===== config.mk =====
export PLATFORM = sky130hd
export DESIGN_NAME = stack_control_unit
export DESIGN_NICKNAME = d
export VERILOG_FILES = /design/src/rtl/stack_ctrl_pkg.sv /design/src/rtl/stack_ctrl_decode.sv /design/src/rtl/stack_control_unit.sv
export SDC_FILE = /design/constraint.sdc
export NUM_CORES = 1
export LEC_CHECK = 0
export CAP_MARGIN = 20
export CORE_MARGIN = 2
export CORE_UTILIZATION = 23
export CTS_CLUSTER_DIAMETER = 40
export DETAILED_ROUTE_END_ITERATION = 8
export PLACE_DENSITY = 0.51
export SLEW_MARGIN = 40
export SYNTH_ARGS = -nofsm -noshare
export SYNTH_HDL_FRONTEND = slang
export SYNTH_HIERARCHICAL = 1
export SYNTH_SLANG_ARGS = --single-unit

===== constraint.sdc =====
create_clock -name CLK -period 2.3 [get_ports CLK]
set_input_delay 0.23 -clock CLK [delete_from_list [all_inputs] [get_ports CLK]]
set_output_delay 0.23 -clock CLK [all_outputs]
set_load 0.005 [all_outputs]

===== src/rtl/stack_ctrl_pkg.sv =====
// rtl/stack_ctrl_pkg.sv - shared encodings for the stack processor control unit
package stack_ctrl_pkg;

  typedef enum logic [2:0] {
    ST_START  = 3'd0,
    ST_FETCH  = 3'd1,
    ST_DECODE = 3'd2,
    ST_EXEC   = 3'd3,
    ST_MEM    = 3'd4,
    ST_HALT   = 3'd5,
    ST_TRAP   = 3'd6
  } state_e;

  localparam logic [3:0] OP_NOP   = 4'h0;
  localparam logic [3:0] OP_PUSHI = 4'h1;
  localparam logic [3:0] OP_POP   = 4'h2;
  localparam logic [3:0] OP_ALU   = 4'h3;
  localparam logic [3:0] OP_LOAD  = 4'h4;
  localparam logic [3:0] OP_STORE = 4'h5;
  localparam logic [3:0] OP_JUMP  = 4'h6;
  localparam logic [3:0] OP_BZ    = 4'h7;
  localparam logic [3:0] OP_CALL  = 4'h8;
  localparam logic [3:0] OP_RET   = 4'h9;
  localparam logic [3:0] OP_HALT  = 4'hF;

  localparam logic [2:0] PC_SRC_RSTACK = 3'd0;
  localparam logic [2:0] PC_SRC_REL    = 3'd1;
  localparam logic [2:0] PC_SRC_BRANCH = 3'd2;
  localparam logic [2:0] PC_SRC_INC    = 3'd4;

  localparam logic [1:0] SOP_NOP     = 2'd0;
  localparam logic [1:0] SOP_PUSH    = 2'd1;
  localparam logic [1:0] SOP_REPLACE = 2'd2;
  localparam logic [1:0] SOP_POP     = 2'd3;

  localparam logic [1:0] DSRC_ALU = 2'd0;
  localparam logic [1:0] DSRC_IMM = 2'd1;
  localparam logic [1:0] DSRC_MEM = 2'd2;

  localparam logic [1:0] TRAP_NONE    = 2'd0;
  localparam logic [1:0] TRAP_ILLEGAL = 2'd1;
  localparam logic [1:0] TRAP_STACK   = 2'd2;
  localparam logic [1:0] TRAP_OVF     = 2'd3;

endpackage


===== src/rtl/stack_ctrl_decode.sv =====
// rtl/stack_ctrl_decode.sv - IR opcode class, legality and stack preconditions
module stack_ctrl_decode
  import stack_ctrl_pkg::*;
(
  input  logic [15:0] ir,
  output logic [3:0]  opcode,
  output logic        legal,
  output logic        need_dspace,
  output logic        need_ddata,
  output logic        need_rspace,
  output logic        need_rdata
);

  // classify the opcode and record which stack condition it depends on
  always_comb begin
    opcode      = ir[15:12];
    legal       = 1'b1;
    need_dspace = 1'b0;
    need_ddata  = 1'b0;
    need_rspace = 1'b0;
    need_rdata  = 1'b0;
    case (ir[15:12])
      OP_PUSHI, OP_LOAD:                need_dspace = 1'b1;
      OP_POP, OP_ALU, OP_STORE, OP_BZ:  need_ddata  = 1'b1;
      OP_CALL:                          need_rspace = 1'b1;
      OP_RET:                           need_rdata  = 1'b1;
      OP_NOP, OP_JUMP, OP_HALT:         legal       = 1'b1;
      default:                          legal       = 1'b0;
    endcase
  end

endmodule


===== src/rtl/stack_control_unit.sv =====
// rtl/stack_control_unit.sv - multi-cycle control FSM for the stack processor datapath
module stack_control_unit
  import stack_ctrl_pkg::*;
#(
  parameter int CNT_W       = 16,
  parameter bit TRAP_ON_OVF = 1'b1
) (
  input  logic             CLK,
  input  logic             Reset,
  input  logic [15:0]      inst,
  input  logic             Zero,
  input  logic             Overflow,
  input  logic             DStackFull,
  input  logic             DStackEmpty,
  input  logic             RStackFull,
  input  logic             RStackEmpty,
  input  logic             MemReady,
  output logic             IRWrite,
  output logic             PCWrite,
  output logic [2:0]       PCControl,
  output logic [1:0]       RStackOP,
  output logic [1:0]       DStackOP,
  output logic [2:0]       ALUOp,
  output logic [1:0]       DStackSrc,
  output logic             MemRead,
  output logic             MemWrite,
  output logic             Halted,
  output logic             Trap,
  output logic [1:0]       TrapCode,
  output logic [CNT_W-1:0] InstrCount
);

  state_e             state_q, state_d;
  logic [15:0]        ir_q, ir_d;
  logic [1:0]         trap_code_q, trap_code_d;
  logic [CNT_W-1:0]   instr_count_q, instr_count_d;

  logic [3:0]         opcode;
  logic               legal;
  logic               need_dspace, need_ddata, need_rspace, need_rdata;
  logic               stack_fault;
  logic               retire;

  stack_ctrl_decode u_decode (
    .ir          (ir_q),
    .opcode      (opcode),
    .legal       (legal),
    .need_dspace (need_dspace),
    .need_ddata  (need_ddata),
    .need_rspace (need_rspace),
    .need_rdata  (need_rdata)
  );

  assign stack_fault = (need_dspace & DStackFull)  | (need_ddata & DStackEmpty) |
                       (need_rspace & RStackFull)  | (need_rdata & RStackEmpty);

  // state, instruction register, sticky trap cause and retired-instruction counter
  always_ff @(posedge CLK or negedge Reset) begin
    if (!Reset) begin
      state_q       <= ST_START;
      ir_q          <= 16'h0000;
      trap_code_q   <= TRAP_NONE;
      instr_count_q <= '0;
    end else begin
      state_q       <= state_d;
      ir_q          <= ir_d;
      trap_code_q   <= trap_code_d;
      instr_count_q <= instr_count_d;
    end
  end

  // next state and datapath strobes, decoded from state and IR
  always_comb begin
    state_d     = state_q;
    ir_d        = ir_q;
    trap_code_d = trap_code_q;
    retire      = 1'b0;
    IRWrite     = 1'b0;
    PCWrite     = 1'b0;
    PCControl   = PC_SRC_RSTACK;
    RStackOP    = SOP_NOP;
    DStackOP    = SOP_NOP;
    ALUOp       = 3'd0;
    DStackSrc   = DSRC_ALU;
    MemRead     = 1'b0;
    MemWrite    = 1'b0;
    case (state_q)
      ST_START: state_d = ST_FETCH;
      ST_FETCH: begin
        IRWrite   = 1'b1;
        ir_d      = inst;
        PCWrite   = 1'b1;
        PCControl = PC_SRC_INC;
        state_d   = ST_DECODE;
      end
      ST_DECODE: begin
        if (!legal) begin
          state_d     = ST_TRAP;
          trap_code_d = TRAP_ILLEGAL;
        end else if (stack_fault) begin
          state_d     = ST_TRAP;
          trap_code_d = TRAP_STACK;
        end else begin
          state_d     = ST_EXEC;
        end
      end
      ST_EXEC: begin
        state_d = ST_FETCH;
        retire  = 1'b1;
        case (opcode)
          OP_PUSHI: begin
            DStackOP  = SOP_PUSH;
            DStackSrc = DSRC_IMM;
          end
          OP_POP: DStackOP = SOP_POP;
          OP_ALU: begin
            ALUOp = ir_q[2:0];
            // an overflowing result is discarded: the stacks stay untouched
            if (TRAP_ON_OVF && Overflow) begin
              state_d     = ST_TRAP;
              trap_code_d = TRAP_OVF;
              retire      = 1'b0;
            end else begin
              DStackOP = SOP_POP;
            end
          end
          OP_LOAD, OP_STORE: begin
            state_d = ST_MEM;
            retire  = 1'b0;
          end
          OP_JUMP: begin
            PCWrite   = 1'b1;
            PCControl = PC_SRC_REL;
          end
          OP_BZ: begin
            DStackOP  = SOP_POP;
            PCWrite   = Zero;
            PCControl = PC_SRC_BRANCH;
          end
          OP_CALL: begin
            // PC already points past the CALL, so the pushed value is the return address
            RStackOP  = SOP_PUSH;
            PCWrite   = 1'b1;
            PCControl = PC_SRC_REL;
          end
          OP_RET: begin
            RStackOP  = SOP_POP;
            PCWrite   = 1'b1;
            PCControl = PC_SRC_RSTACK;
          end
          OP_HALT: state_d = ST_HALT;
          default: state_d = ST_FETCH;
        endcase
      end
      ST_MEM: begin
        MemRead  = (opcode == OP_LOAD);
        MemWrite = (opcode != OP_LOAD);
        if (MemReady) begin
          state_d = ST_FETCH;
          retire  = 1'b1;
          if (opcode == OP_LOAD) begin
            DStackOP  = SOP_REPLACE;
            DStackSrc = DSRC_MEM;
          end else begin
            DStackOP  = SOP_POP;
          end
        end
      end
      default: state_d = state_q;
    endcase
    instr_count_d = retire ? instr_count_q + CNT_W'(1) : instr_count_q;
  end

  assign Halted     = (state_q == ST_HALT);
  assign Trap       = (state_q == ST_TRAP);
  assign TrapCode   = trap_code_q;
  assign InstrCount = instr_count_q;

endmodule


# Word level (Yosys, flattened, before mapping)
# Index checks and enable logic that the tools add are counted.
# W data, S select, Z words.
# classes
addsub,1
eq_ne,21
n_mux,40
bitwise_logic,7
n_reduce_logical,13
# op_table
op,n
$pmux W2 S2,5
$mux W2,9
$mux W3,6
$add A16 B1 Y16 const B,1
$eq A4 B3 Y1 const B,4
$pmux W3 S5,1
$eq A4 B4 Y1 const B,3
$mux W1,12
$reduce_or A11 Y1,1
$eq A3 B3 Y1 const B,3
$pmux W3 S3,1
$eq A4 B2 Y1 const B,2
$pmux W1 S2,4
$reduce_or A2 Y1,4
$eq A3 B2 Y1 const B,2
$pmux W2 S3,1
$pmux W3 S2,1
$reduce_bool A5 Y1,1
$and A1 B1 Y1,4
$eq A4 B1 Y1 const B,1
$logic_not A4 Y1,1
$ne A2 B2 Y1 const B,2
$ne A4 B3 Y1 const B,1
$reduce_and A4 Y1,1
other kinds (9),11
# word_totals
ff_bits,37
inputBits,25
out_inout_bits,36
wordCells,86

# Longest topological paths before layout
# logic_depth
ltp_word,10
ltp_mapped,8

# Hierarchy
# Netlist, hierarchy kept.
# by_module_without_submodules
mod,instances,cells_per_inst,area_per_inst_um2,seq_area_each_um2
stack_control_unit,1,177,1935.6,925.9
stack_ctrl_decode,1,13,93.8,0.0

# Worst setup path before layout
# No wires, ideal clock.
# synth_timing
path_kind,flip-flop to flip-flop
start,register ir_q[12]
end,register trap_code_q[1] (netlist: TrapCode[1])
setup_time_ns,0.119
arrival_time_ns,1.617
required_time_ns,2.181
path_slack_ns,0.564
path_stages_with_launch,6
path_buffers,0
period_less_slack_ns,1.736
path_cell_list,dfrtp_1 > nor4b_1 > a222oi_1 > nand3_1 > or4b_1 > o21a_1
# synth_rtl
element,line,source
start: declaration,stack_control_unit.sv:34,"logic [15:0] ir_q, ir_d;"
start signal: assignment,stack_control_unit.sv:66,ir_q <= ir_d;
$eq A4 B4 Y1,stack_ctrl_decode.sv:22,case (ir[15:12])
$mux W1,stack_ctrl_decode.sv:22,
net need_rspace,stack_control_unit.sv:40,"logic need_dspace, need_ddata, need_rspace, need_rdata;"
$and A1 B1 Y1,stack_control_unit.sv:55,(need_rspace & RStackFull) | (need_rdata & RStackEmpty);
$or A1 B1 Y1,stack_control_unit.sv:54,assign stack_fault = (need_dspace & DStackFull) | (need_ddata & DStackEmpty) |
$or A1 B1 Y1,stack_control_unit.sv:55,
$ne A3 B3 Y1 (no line),-,
$reduce_and A4 Y1 (no line),-,
end signal: assignment,stack_control_unit.sv:67,trap_code_q <= trap_code_d;
end: declaration,stack_control_unit.sv:35,"logic [1:0] trap_code_q, trap_code_d;"
# The timed path passes the listed nets, and every way through them passes these cells.
# A chain may end at the register's enable or synchronous reset.

# Worst setup path in the final report
# layout_timing
start,register ir_q[13]
end,output DStackOP[0]
# layout_between
elab_chain_cells,4
# layout_rtl
element,line,source
$eq A4 B2 Y1 (tied with other cells),stack_control_unit.sv:110,case (opcode)
$reduce_or A2 Y1 (no line) or $mux W1 (tied branches),-,
$pmux W2 S3 or $mux W2 (tied branches),"stack_control_unit.sv:110, stack_control_unit.sv:158",
$pmux W2 S2 (*),stack_control_unit.sv:87,case (state_q)
end: declaration,stack_control_unit.sv:22,"output logic [1:0] DStackOP,"
# Every way passes the cells marked *; elsewhere a longest branch is shown, timed or not.

==> impl_metrics.yaml <==
status:
  outcome: "complete, no violations"
floorplanning:
  die_w_um: 90.0
  rows: 31
  core_area_um2: 7210
  die_area_um2: 8110
  start_util_pct: 23.6
  io_pins: 61
  die_y_um: 90.0
critical_path:
  cp_cell_sequence: "buf_4 -> or3_1 -> a31oi_1 -> nand2_1 -> clkdlybuf4s50_1"
  path_max_fanout: 7
  required_ns: 2.07
  worst-path-buf-inv: 2
  slowest_delay_ns: 0.46
  crit_end: "DStackOP[0]"
  start_kind: "register"
  path_class: "register to output port"
  crit_path_start: "ir_q[13]"
  r2r_end: "TrapCode[1]"
  r2r_start: "ir_q[12]"
  ff2ff_setup_slack_ns: 0.24
  cp.depth: 5
  arrival_ns: 1.96
  slowest_stage: "dfrtp_2"
  r2r_cells: 6
  cp_top_family: "buffers and inverters"
  cp-end-kind: "output port"
sta:
  finClkSkew_ns: 0.00858
  final_hold_viol_count: 0
  max_freq_mhz: 457
  fin_crit_ns: 2.19
  tightest_slew_ns: 0.351
  rsz0062_at_grt: "false"
  tns_ns: 0
  setup_ws_ns: 0.109
  setup_violations: 0
  max-slew-margin-rel_pct: 76.6
  timing.final.crit_share_pct: 95.2
  slew_viol_final: 0
synthesis:
  syn-cell-area_um2: 1700
  yosysWarnings: 6
  synth_nets: 198
  synthCells: 172
  syn_area_per_cell_um2: 9.90
routing:
  postRouteWirelength_mm: 3.85
  dr.pass1.iters: 4
  drt_iter0_drc: 72
  drc: 0
  viasPerCell: 4.23
  ant_nets: 0
  dr_total_vias: 1404
  wl_per_cell_um: 11.6
clock_network:
  htree_levels: 1
  clk_latency_ns: 0.27
  cts.sinks: 28
  numCtsBuffers: 3
  path_clk_slew_ns: 0.10
  cts_max_path_buffers: 2
  clock-root-buffer: "clkbuf_8"
  cts_tree: "built"
placement:
  io_buffers: 51
  dpl_cell_area_um2: 2310
  dp_hpwl_mm: 2.90
  gp_congestion: 0.750
  pre_cts_ws_ns: 0.124
min_path:
  hold_class: "input pin to async pin"
global_route:
  gr-total-overflow: 0
  grt_pass1_wl_mm: 6.47
  antenna_found_initial: 0
  first_global_vias: 1292
  grt_max_degree: 29
  groute.usage.overall_pct: 9.31
layout:
  final_nets: 260
  multi_input_area_um2: 902
  fin_area_um2: 2470
  area_delta_synth_final_pct: 45.3
  nFillCells: 766
  finish.utilization_pct: 34.3
  drive_above_1_share_pct: 19.7
  regArea_um2: 704
  n_antenna_cell: 0
run:
  max_cap_violations: 0
power_and_ir_drop:
  ir_drop_uv: 447
  power_leakage_nw: 0.982
  power_density_nw_per_um2: 1110
cells in the final DEF, fill, tap and decap left out, types with 2 or more instances in the layout:
| cell type | count |
|---|---|
| a21oi_1 | 3 |
| and2_1 | 6 |
| and3_1 | 5 |
| buf_4 | 18 |
| clkbuf_8 | 3 |
| clkdlybuf4s50_1 | 51 |
| dfrtp_1 | 25 |
| dfrtp_2 | 3 |
| inv_1 | 4 |
| mux2_2 | 8 |
| mux2i_1 | 2 |
| nand2_1 | 17 |
| nand2b_1 | 3 |
| nand3_1 | 13 |
| nand4_1 | 5 |
| nor2_1 | 10 |
| nor2_2 | 2 |
| nor3_1 | 6 |
| nor3_2 | 2 |
| nor4_2 | 2 |
| o21a_1 | 3 |
| o21ai_0 | 2 |
| xnor2_1 | 14 |
| xor2_1 | 2 |
per-stage QoR:
stage / hold WS (ns) / cells / total power, mW
global placement: 0.463 / 320 / 2.22
finish: 0.326 / 332 / 2.74
floorplan: -0.0656 / 172 / 1.79
detailed placement: 0.470 / 320 / 2.23
CTS: 0.335 / 324 / 2.63
global route: 0.372 / 332 / 2.96
where the power goes:
group          switching [mW]  leakage [nW]  internal [mW]  total [mW]
logic                   0.678         0.602          0.835        1.51
registers               0.182         0.345          0.660       0.842
clock network           0.148        0.0357          0.233       0.380
flip-flops by register name, summed over array words and instances, names as in the netlist:
| name | flops |
|---|---|
| InstrCount | 16 |
| ir_q | 7 |
| TrapCode | 2 |
| state_q | 3 |
worst min-delay path by stage:
stage	end	slack, ns	depth (start not counted)
floorplan	InstrCount[0]	-0.07	0
global placement	InstrCount[15]	0.46	1
detailed placement	InstrCount[15]	0.47	1
CTS	InstrCount[15]	0.33	2
global route	InstrCount[15]	0.37	2
finish	InstrCount[15]	0.33	2
timing repair:
| item | in CTS | in global routing |
|---|---|---|
| endpoints found under the setup margin | 6 | 7 |
| pin swaps | 0 | 0 |
| hold buffers | 0 | 0 |
| resized for setup | 3 | 5 |
| gates cloned | 0 | 0 |
| buffers inserted | 0 | 8 |
cell type report:
type                    instances  share of cell area, %
clock buffers                   3                   1.67
clock inverters                 1                   1.21
inverters                       4                  0.607
multi-input cells             127                   36.5
flip-flops and latches         28                   28.5
well taps                      99                   5.01
repair buffers                 70                   26.6
routing by layer:
metal / track usage [%] / share of wire (%) / vias to the layer above
li1: - / - / 723
met1: 13.1 / 50 / 655
met2: 15.0 / 46 / 24
met3: 1.93 / 3.0 / 2
met4: 1.54 / 0.70 / 0
met5: 0 / 0 / -
No activity file was read; power rests on OpenSTA's default activity.
